<file path="config.mk">
export PLATFORM = sky130hd
export DESIGN_NAME = updown_auto_player_flat
export DESIGN_NICKNAME = d
export VERILOG_FILES = /design/src/rtl/updown_pkg.sv /design/src/rtl/updown_auto_player_if.sv /design/src/rtl/updown_hint_decode.sv /design/src/rtl/updown_auto_player.sv /design/src/flat_wrapper.sv
export SDC_FILE = /design/constraint.sdc
export NUM_CORES = 1
export LEC_CHECK = 0
export BUFFER_PORTS_ARGS = -buffer_cell sky130_fd_sc_hd__buf_2
export CAP_MARGIN = 10
export CORE_MARGIN = 8
export CORE_UTILIZATION = 35
export DETAILED_ROUTE_END_ITERATION = 10
export PLACE_DENSITY = 0.61
export SYNTH_ARGS = -nofsm -noshare
export SYNTH_HDL_FRONTEND = slang
export SYNTH_HIERARCHICAL = 1
export SYNTH_SLANG_ARGS = --single-unit
</file>
<file path="constraint.sdc">
create_clock -name clk -period 3.9 [get_ports clk]
set_input_delay 0.975 -clock clk [delete_from_list [all_inputs] [get_ports clk]]
set_output_delay 0.975 -clock clk [all_outputs]
set_load 0.05 [all_outputs]
</file>
<file path="src/rtl/updown_pkg.sv">
// Shared definitions for the up/down guessing game: hint patterns, widths,
// player FSM encoding and the decoded-hint bundle.
package updown_pkg;

  localparam int NUM_W = 7;
  localparam int SEG_W = 7;

  // Hint patterns shown by the game block; both ends must agree on these.
  localparam logic [SEG_W-1:0] SEG_UP   = 7'b0111110;
  localparam logic [SEG_W-1:0] SEG_DOWN = 7'b1011110;
  localparam logic [SEG_W-1:0] SEG_OK   = 7'b0111111;

  typedef enum logic [2:0] {
    ST_IDLE,
    ST_GUESS,
    ST_WAIT,
    ST_EVAL,
    ST_DONE,
    ST_FAIL
  } state_e;

  typedef struct packed {
    logic is_up;
    logic is_down;
    logic is_ok;
    logic is_unknown;
  } hint_t;

  // Midpoint of the search window using an 8-bit sum; low can reach 128
  // and high is at most 127, so the sum never wraps.
  function automatic logic [7:0] mid_of(input logic [7:0] lo, input logic [7:0] hi);
    logic [7:0] sum;
    sum = lo + hi;
    return {1'b0, sum[7:1]};
  endfunction

endpackage

</file>
<file path="src/rtl/updown_auto_player_if.sv">
// Guess interface between the automatic player (master) and the game /
// observer side (slave).
interface updown_auto_player_if;
  import updown_pkg::*;

  logic             start;
  logic [SEG_W-1:0] seg_display;
  logic             game_over;
  logic [NUM_W-1:0] user_number;
  logic             guess_trigger;
  logic             busy;
  logic             done;
  logic             fail;
  logic [3:0]       guess_count;
  logic [NUM_W-1:0] found_number;

  modport master (
    input  start, seg_display, game_over,
    output user_number, guess_trigger, busy, done, fail, guess_count, found_number
  );

  modport slave (
    output start, seg_display, game_over,
    input  user_number, guess_trigger, busy, done, fail, guess_count, found_number
  );

endinterface

</file>
<file path="src/rtl/updown_hint_decode.sv">
// Combinational classifier of the game's seg_display hint.
module updown_hint_decode
  import updown_pkg::*;
(
  input  logic [SEG_W-1:0] seg_i,
  output hint_t            hint_o
);

  // Exactly one of the four flags is high for any pattern.
  always_comb begin
    hint_o.is_up      = (seg_i == SEG_UP);
    hint_o.is_down    = (seg_i == SEG_DOWN);
    hint_o.is_ok      = (seg_i == SEG_OK);
    hint_o.is_unknown = !(hint_o.is_up || hint_o.is_down || hint_o.is_ok);
  end

endmodule

</file>
<file path="src/rtl/updown_auto_player.sv">
// Binary-search guesser for the up/down game. Issues one guess per
// GUESS/WAIT/EVAL round, narrows [low, high] from the hint and stops in
// DONE (found) or FAIL (contradiction, budget, game_over or timeout).
module updown_auto_player
  import updown_pkg::*;
#(
  parameter int LO_INIT     = 0,
  parameter int HI_INIT     = 127,
  parameter int RESP_WAIT   = 4,   // must be >= 1
  parameter int TIMEOUT     = 16,  // must be >= 1
  parameter int MAX_GUESSES = 10
) (
  input logic clk,
  input logic reset,
  updown_auto_player_if.master gif
);

  localparam int WCNT_W = $clog2(RESP_WAIT + TIMEOUT + 1);
  localparam logic [7:0]        LO8       = 8'(LO_INIT);
  localparam logic [7:0]        HI8       = 8'(HI_INIT);
  localparam logic [WCNT_W-1:0] WAIT_LAST = WCNT_W'(RESP_WAIT - 1);
  localparam logic [WCNT_W-1:0] EVAL_LAST = WCNT_W'(RESP_WAIT + TIMEOUT - 1);
  localparam logic [3:0]        MAX_CNT   = 4'(MAX_GUESSES);

  state_e            state_q, state_d;
  logic [7:0]        low_q, low_d;
  logic [7:0]        high_q, high_d;
  logic [WCNT_W-1:0] wcnt_q, wcnt_d;
  logic [NUM_W-1:0]  num_q, num_d;
  logic              trig_q, trig_d;
  logic [3:0]        cnt_q, cnt_d;
  logic              done_q, done_d;
  logic              fail_q, fail_d;
  logic [NUM_W-1:0]  found_q, found_d;

  logic [7:0] mid, mid_p1, mid_m1;
  logic       bad;
  hint_t      dec;

  updown_hint_decode u_dec (
    .seg_i  (gif.seg_display),
    .hint_o (dec)
  );

  // low/high are untouched between GUESS and EVAL, so mid here always
  // equals the guess currently on user_number.
  always_comb begin
    mid    = mid_of(low_q, high_q);
    mid_p1 = mid + 8'd1;
    mid_m1 = mid - 8'd1;
  end

  // Next-state and register-update logic for the search FSM.
  always_comb begin
    state_d = state_q;
    low_d   = low_q;
    high_d  = high_q;
    wcnt_d  = wcnt_q;
    num_d   = num_q;
    trig_d  = 1'b0;
    cnt_d   = cnt_q;
    done_d  = done_q;
    fail_d  = fail_q;
    found_d = found_q;
    bad     = 1'b0;

    case (state_q)
      ST_IDLE, ST_DONE, ST_FAIL: begin
        if (gif.start) begin
          low_d   = LO8;
          high_d  = HI8;
          cnt_d   = '0;
          done_d  = 1'b0;
          fail_d  = 1'b0;
          found_d = '0;
          state_d = ST_GUESS;
        end
      end

      ST_GUESS: begin
        num_d   = NUM_W'(mid);
        trig_d  = 1'b1;
        cnt_d   = cnt_q + 4'd1;
        wcnt_d  = '0;
        state_d = ST_WAIT;
      end

      // One counter spans WAIT and EVAL so the timeout is measured from
      // the trigger pulse.
      ST_WAIT: begin
        wcnt_d = wcnt_q + 1'b1;
        if (wcnt_q == WAIT_LAST) state_d = ST_EVAL;
      end

      ST_EVAL: begin
        if (dec.is_ok) begin
          found_d = num_q;
          done_d  = 1'b1;
          state_d = ST_DONE;
        end else if (gif.game_over) begin
          fail_d  = 1'b1;
          state_d = ST_FAIL;
        end else if (!dec.is_unknown) begin
          if (dec.is_up) begin
            low_d = mid_p1;
            bad   = (mid_p1 > high_q);
          end else if (dec.is_down) begin
            high_d = mid_m1;
            bad    = (mid == 8'd0) || (low_q > mid_m1);
          end
          if (bad || cnt_q == MAX_CNT) begin
            fail_d  = 1'b1;
            state_d = ST_FAIL;
          end else begin
            state_d = ST_GUESS;
          end
        end else if (wcnt_q == EVAL_LAST) begin
          fail_d  = 1'b1;
          state_d = ST_FAIL;
        end else begin
          wcnt_d = wcnt_q + 1'b1;
        end
      end

      default: state_d = ST_IDLE;
    endcase
  end

  // State and datapath registers with synchronous reset.
  always_ff @(posedge clk) begin
    if (reset) begin
      state_q <= ST_IDLE;
      low_q   <= LO8;
      high_q  <= HI8;
      wcnt_q  <= '0;
      num_q   <= '0;
      trig_q  <= 1'b0;
      cnt_q   <= '0;
      done_q  <= 1'b0;
      fail_q  <= 1'b0;
      found_q <= '0;
    end else begin
      state_q <= state_d;
      low_q   <= low_d;
      high_q  <= high_d;
      wcnt_q  <= wcnt_d;
      num_q   <= num_d;
      trig_q  <= trig_d;
      cnt_q   <= cnt_d;
      done_q  <= done_d;
      fail_q  <= fail_d;
      found_q <= found_d;
    end
  end

  assign gif.user_number   = num_q;
  assign gif.guess_trigger = trig_q;
  assign gif.busy          = (state_q == ST_GUESS) || (state_q == ST_WAIT) ||
                             (state_q == ST_EVAL);
  assign gif.done          = done_q;
  assign gif.fail          = fail_q;
  assign gif.guess_count   = cnt_q;
  assign gif.found_number  = found_q;

endmodule

</file>
<file path="src/flat_wrapper.sv">
// flat-port wrapper written by rule: the top's interface ports become plain ports
module updown_auto_player_flat import updown_pkg::*;
#(
  parameter int LO_INIT     = 0,
  parameter int HI_INIT     = 127,
  parameter int RESP_WAIT   = 4,                  
  parameter int TIMEOUT     = 16,                 
  parameter int MAX_GUESSES = 10
)
  (clk, reset, gif_start, gif_seg_display, gif_game_over, gif_user_number, gif_guess_trigger, gif_busy, gif_done, gif_fail, gif_guess_count, gif_found_number);
  updown_auto_player_if gif_i ();
  input logic clk;
  input logic reset;
  input wire logic [$bits(gif_i.start)-1:0] gif_start;
  input wire logic [$bits(gif_i.seg_display)-1:0] gif_seg_display;
  input wire logic [$bits(gif_i.game_over)-1:0] gif_game_over;
  output wire logic [$bits(gif_i.user_number)-1:0] gif_user_number;
  output wire logic [$bits(gif_i.guess_trigger)-1:0] gif_guess_trigger;
  output wire logic [$bits(gif_i.busy)-1:0] gif_busy;
  output wire logic [$bits(gif_i.done)-1:0] gif_done;
  output wire logic [$bits(gif_i.fail)-1:0] gif_fail;
  output wire logic [$bits(gif_i.guess_count)-1:0] gif_guess_count;
  output wire logic [$bits(gif_i.found_number)-1:0] gif_found_number;
  assign gif_i.start = gif_start;
  assign gif_i.seg_display = gif_seg_display;
  assign gif_i.game_over = gif_game_over;
  assign gif_user_number = gif_i.user_number;
  assign gif_guess_trigger = gif_i.guess_trigger;
  assign gif_busy = gif_i.busy;
  assign gif_done = gif_i.done;
  assign gif_fail = gif_i.fail;
  assign gif_guess_count = gif_i.guess_count;
  assign gif_found_number = gif_i.found_number;
  updown_auto_player #(.LO_INIT(LO_INIT), .HI_INIT(HI_INIT), .RESP_WAIT(RESP_WAIT), .TIMEOUT(TIMEOUT), .MAX_GUESSES(MAX_GUESSES)) u_core (.clk(clk), .reset(reset), .gif(gif_i));
endmodule
</file>
# After elaboration in Yosys (flattened, before gate mapping)
# Cells that the tools add are included.
# word_totals
ff_bits	45
wordCells	108
out_inout_bits	22
# op_classes
n_addsub	5
magnitude_cmp	2
n_mux	47
reduce_logical	19
eq_ne	25
# op_table
cell	count
8-bit 2-to-1 mux	11
8-bit one-hot mux with 2 select lines	2
3-bit 2-to-1 mux	7
5-bit 2-to-1 mux	4
8-bit > comparator	2
5-bit one-hot mux with 3 select lines	1
7-bit by 6-bit equality test with 1-bit output (second input constant)	2
1-bit 2-to-1 mux	14
7-bit 2-to-1 mux	2
7-bit one-hot mux with 2 select lines	1
2-bit inequality test (second input constant)	6
3-bit one-hot mux with 4 select lines	1
2-bit by 1-bit inequality test with 1-bit output (second input constant)	5
5-bit AND reduction	2
7-bit by 1-bit adder with 8-bit output (second input constant)	1
8-bit adder	1
8-bit logical NOT	1
4-bit one-hot mux with 2 select lines	1
7-bit by 1-bit subtractor with 8-bit output (second input constant)	1
7-bit equality test (second input constant)	1
7-bit AND reduction	1
3-bit by 2-bit equality test with 1-bit output (second input constant)	2
3-bit equality test (second input constant)	2
1-bit logical OR	6
18 further kinds	21

# Depth between registers and ports, before layout
# depth
depth_word	16
depth_mapped	16
mapped_depth_nobuf	15

# Cells and area by module
# Netlist, hierarchy kept.
# modules_own_cells
module	instances	cells_per_inst	area_each_um2	seq_area_each_um2
updown_auto_player	1	355	2894.0	900.9
updown_hint_decode	1	7	70.1	0.0

# Worst setup path before layout
# OpenSTA, ideal clock, no wires.
# synth_path
path_kind	register to register
startpoint	reg u_core.high_q[0]
endpoint	reg u_core.fail_q, in the netlist u_core/gif.fail
setup_slack_ps	596
arrival_ps	3174
path_stages_with_launch	15
setup_ps	130
cell_sequence	dfxtp_1 -> and2_1 -> fa_1 -> a211oi_2 -> nor2_1 -> nor4_1 -> or3b_1 -> xnor2_1 -> ha_1 -> a211oi_1 -> nor2_1 -> nor2_1 -> a21oi_1 -> nor3_1 -> o211ai_1
# synth_between
elab_chain_len	13
elab_cells_between_ends	16
cone_classes	3 x add/sub; 2 x order compare; 1 x eq/ne; 6 x mux; 4 x reduce/logical
# synth_lines
item	line_no	text
from (decl)	updown_auto_player.sv:27	logic [7:0] high_q, high_d;
from (signal assigned)	updown_auto_player.sv:145	high_q <= high_d;
8-bit adder	updown_pkg.sv:33	sum = lo + hi;
7-bit by 1-bit subtractor with 8-bit output	updown_auto_player.sv:50	mid_m1 = mid - 8'd1;
8-bit > comparator	updown_auto_player.sv:109	bad = (mid == 8'd0) || (low_q > mid_m1);
1-bit logical OR	updown_auto_player.sv:109	
1-bit 2-to-1 mux	updown_auto_player.sv:107	end else if (dec.is_down) begin
1-bit 2-to-1 mux *	updown_auto_player.sv:104	if (dec.is_up) begin
1-bit 2-to-1 mux *	updown_auto_player.sv:103	end else if (!dec.is_unknown) begin
1-bit 2-to-1 mux *	updown_auto_player.sv:100	end else if (gif.game_over) begin
1-bit 2-to-1 mux *	updown_auto_player.sv:96	if (dec.is_ok) begin
1-bit 2-to-1 mux *	updown_auto_player.sv:67	case (state_q)
1-bit logical OR *	updown_auto_player.sv:111	if (bad || cnt_q == MAX_CNT) begin
4-bit inequality test (no source line) *	n/a	
5-bit AND reduction (no source line) *	n/a	
to (signal assigned)	updown_auto_player.sv:151	fail_q <= fail_d;
to (decl)	updown_auto_player.sv:33	logic fail_q, fail_d;
# Every way passes the cells marked *; elsewhere a longest branch is shown, timed or not. The select of a mux whose other input is x is not followed.
# A chain may end at the register's enable or synchronous reset.

# Worst setup path after layout
# layout_path
startpoint	reg u_core.high_q[0]
endpoint	reg u_core.state_q[2]
# layout_between
elab_chain_len	16
elab_cells_between_ends	19
cone_classes	3 x add/sub; 2 x order compare; 11 x mux; 3 x reduce/logical
# layout_lines
item	line_no	text
8-bit adder	updown_pkg.sv:33	
7-bit by 1-bit subtractor with 8-bit output	updown_auto_player.sv:50	
8-bit > comparator	updown_auto_player.sv:109	
1-bit logical OR	updown_auto_player.sv:109	
1-bit 2-to-1 mux	updown_auto_player.sv:107	
1-bit 2-to-1 mux *	updown_auto_player.sv:104	
1-bit 2-to-1 mux *	updown_auto_player.sv:103	
1-bit 2-to-1 mux *	updown_auto_player.sv:100	
1-bit 2-to-1 mux *	updown_auto_player.sv:96	
1-bit 2-to-1 mux *	updown_auto_player.sv:67	
1-bit logical OR *	updown_auto_player.sv:111	
3-bit 2-to-1 mux *	updown_auto_player.sv:111	
3-bit 2-to-1 mux *	updown_auto_player.sv:103	
3-bit 2-to-1 mux *	updown_auto_player.sv:100	
3-bit 2-to-1 mux *	updown_auto_player.sv:96	
3-bit one-hot mux with 4 select lines *	updown_auto_player.sv:67	
to (signal assigned)	updown_auto_player.sv:143	state_q <= state_d;
to (decl)	updown_auto_player.sv:25	state_e state_q, state_d;
# Marks and branches as above.

==> flow_metrics.py <==
metrics = {
    "timing": {
        "fin_worst_skew_ns": 0.004979,
        "finalSetupTns_ns": 0,
        "tightest_slew_ns": 0.7715,
        "final.period_utilization_pct": 92.81,
        "rsz0062_at_grt": "no",
        "fmax_mhz": 276.3,
        "setup_viol": 0,
        "hold_violations": 0,
        "period_minus_slack_ns": 3.620,
        "maxSlewViolCount": 0,
        "relSlewSlack_pct": 48.38,
        "timing.hold.ws_ns": 0.4656,
    },
    "setup_path": {
        "cpPeakStageDelay_ns": 0.46,
        "crit_required_ns": 4.05,
        "start_kind": "register",
        "cp_common_cell": "nor2_1",
        "crit_path_end_kind": "register",
        "critical-path-slowest-cell": "or3b_1",
        "r2r_cells": 14,
        "crit_type": "register to register",
        "crit_chain": "and2_1 > fa_1 > a211oi_4 > nor2_1 > nor4_2 > or3b_1 > xnor2_1 > ha_1 > a211oi_1 > nor2_1 > nor2_1 > a21oi_1 > nor3_2 > a311oi_1",
        "worstPathMaxFanout": 4,
        "worst_ep_arrival_time_ns": 3.77,
    },
    "drt": {
        "viasPerCell": 5.470,
        "ant_nets": 0,
        "drt_iter0_markers": 139,
        "remaining_drc_errors": 0,
        "vias": 2735,
        "wirelength_um": 7658,
        "wl_per_cell_um": 15.32,
        "dr.pass1.iters": 4,
    },
    "pwr": {
        "switching_share_pct": 36.28,
        "comb_power_share_pct": 29.0,
        "vdd_drop_max_mv": 0.1975,
        "power.density_nw_per_um2": 361.7,
        "seqPwrFrac_pct": 43.2,
        "pwr-share-clk_pct": 27.8,
        "p_total_mw": 1.220,
        "p_switching_mw": 0.4427,
        "power_leakage_nw": 1.472,
        "p_int_mw": 0.7775,
    },
    "clock_tree": {
        "cts_made_buffers": 5,
        "clkTransAtPathRegs_ns": 0.08,
        "cts-root-buf": "clkbuf_8",
        "cts_tree": "done",
        "cts.sinks": 45,
        "cts_max_path_buffers": 2,
        "cts_setup_buffers": 0,
        "clk_latency_ns": 0.29,
        "h-tree-depth": 2,
    },
    "placement": {
        "place_congestion": 0.9005,
        "portBuffers": 32,
        "dp.final_hpwl_um": 5872,
    },
    "floorplanning": {
        "core-area_um2": 8217,
        "fp.dieW_um": 108.0,
        "dieArea_um2": 11670,
        "io_pins": 33,
        "start_util_pct": 36.07,
        "die_y_um": 108.0,
        "rows": 33,
    },
    "grt": {
        "busiest_layer": "met2",
        "grt_use_met3_pct": 2.796,
        "antenna_found_initial": 0,
        "gr-total-overflow": 0,
        "grt_first_pass_wirelength_um": 13030,
        "grtUsageTotal_pct": 13.60,
        "grt_util_met2_pct": 21.23,
        "grt_max_degree": 33,
        "grt_pass1_vias": 2709,
        "use_met1_pct": 18.08,
    },
    "yosys": {
        "synth_seq_cells": 45,
        "synth-edff-count": 0,
        "yosys.cell_types.count": 64,
        "netlist_area_um2": 2964,
        "seq_area_frac_synth_pct": 30.39,
        "synthFlopType": "dfxtp_1",
        "syn_inst": 362,
        "synth_nets": 402,
        "avgSynthCellArea_um2": 8.188,
        "synth_warnings": 6,
        "synthArstFlopShare_pct": 0,
    },
    "final_layout": {
        "seqCellArea_um2": 900.9,
        "multiInputGateArea_um2": 1961,
        "nFillCells": 834,
        "fin_nets": 435,
        "area_growth_pct": 13.80,
        "antennaDiodeCount": 0,
        "drive_above_1_share_pct": 15.70,
    },
    "run_status": {
        "status": "finished, final reports clean",
    },
    "flow_run": {
        "maxCapViolCount": 0,
    },
    "hold_path": {
        "min_path_type": "register to register",
        "holdPathStages": 2,
    },
}
layout make-up:
| cell class | count | share of cell area [%] |
|---|---|---|
| multi-input combinational | 286 | 58.12 |
| timing repair buffer | 38 | 6.083 |
| clock buffer | 5 | 2.040 |
| inverter | 19 | 2.114 |
| clock inverter | 2 | 1.039 |
| sequential | 45 | 26.71 |
| tap | 105 | 3.895 |
per-layer routing:
layer  up-vias  share of wire [%]
li1       1371                  -
met1      1282                 47
met2        72                 46
met3        10                4.8
met4         0                1.8
met5         -                  0
logic make-up (layout without fill, tap and decap cells):
logic type | after synthesis | count (layout) | synth area share (%)
AND/OR/NAND/NOR | 156 | 156 | 28.62
multiplexers | 1 | 1 | 0.3377
adder cells (fa/ha/maj) | 29 | 29 | 12.49
XOR/XNOR | 19 | 19 | 5.868
AO/OA/AOI/OAI | 81 | 81 | 18.19
buffers and inverters | 31 | 64 | 4.094
flip-flops | 45 | 45 | 30.39
final timing paths:
kind                            slack [ns]                                    start                                       to
worst max-delay path                  0.28            u_core/high_q[0]$_SDFFE_PP1P_           u_core/state_q[2]$_SDFFE_PP0P_
worst min-delay path                  0.47  u_core/gif.found_number[0]$_SDFFE_PP0P_  u_core/gif.found_number[0]$_SDFFE_PP0P_
worst max register to register        0.28            u_core/high_q[0]$_SDFFE_PP1P_           u_core/state_q[2]$_SDFFE_PP0P_
worst min register to register        0.47  u_core/gif.found_number[0]$_SDFFE_PP0P_  u_core/gif.found_number[0]$_SDFFE_PP0P_
per-stage QoR:
step                      setup WS [ns]  util [%]  cells  instance area [um2]
after floorplan                  0.5961         -    362                 2964
after global placement           0.3409     39.56    493                 3251
after detailed placement         0.2311     39.56    493                 3251
after CTS                        0.1799     40.83    500                 3354
after global routing            0.01471     41.05    500                 3373
final                            0.2804     41.05    500                 3373
sequential cells by signal, indices dropped and copies added, names as in the netlist:
name	flops
u_core/gif.done	1
u_core/gif.fail	1
u_core/gif.found_number	7
u_core/gif.guess_count	4
u_core/gif.guess_trigger	1
u_core/gif.user_number	7
u_core/high_q	8
u_core/low_q	8
u_core/state_q	3
u_core/wcnt_q	5
power by group through the flow:
stage	Sequential, mW	Combinational [mW]	Clock [mW]
after floorplan	0.603	0.193	0
after global placement	0.536	0.350	0
after detailed placement	0.538	0.352	0
after CTS	0.527	0.353	0.357
after global routing	0.535	0.387	0.375
final	0.527	0.353	0.340
cell usage in the layout, fill, tap and decap left out, types with 7 or more instances in the layout:
cell and n:
inv_1 19, nand2_1 32, nand3_1 21, nor2_1 41, o21ai_0 12, nor3_1 7, xor2_1 9, xnor2_1 9
a21oi_1 29, buf_2 32, dfxtp_1 45, nand4_1 11, ha_1 28
critical path, delay by kind of cell, from the launching register on:
kind / cells / cell delay [ns]
compound gates: 4 / 0.78
simple gates: 7 / 1.46
flops: 1 / 0.34
fa+ha+maj: 2 / 0.74
xor+xnor: 1 / 0.16
cells in the mapped netlist, types with 9 or more instances:
cell type | count | area share (%)
inv_1 | 19 | 2.4
nand4_1 | 11 | 2.3
xnor2_1 | 9 | 2.7
nand2_1 | 32 | 4.1
o21ai_0 | 12 | 2.0
dfxtp_1 | 45 | 30
xor2_1 | 9 | 2.7
nor2_1 | 41 | 5.2
ha_1 | 28 | 12
nand3_1 | 21 | 3.5
a21oi_1 | 29 | 4.9
repair_timing:
| action | in CTS | in global routing |
|---|---|---|
| setup endpoints to repair | 0 | 2 |
| resized for setup | 0 | 3 |
| hold buffers | 0 | 0 |
(Power assumes the default switching activity.)
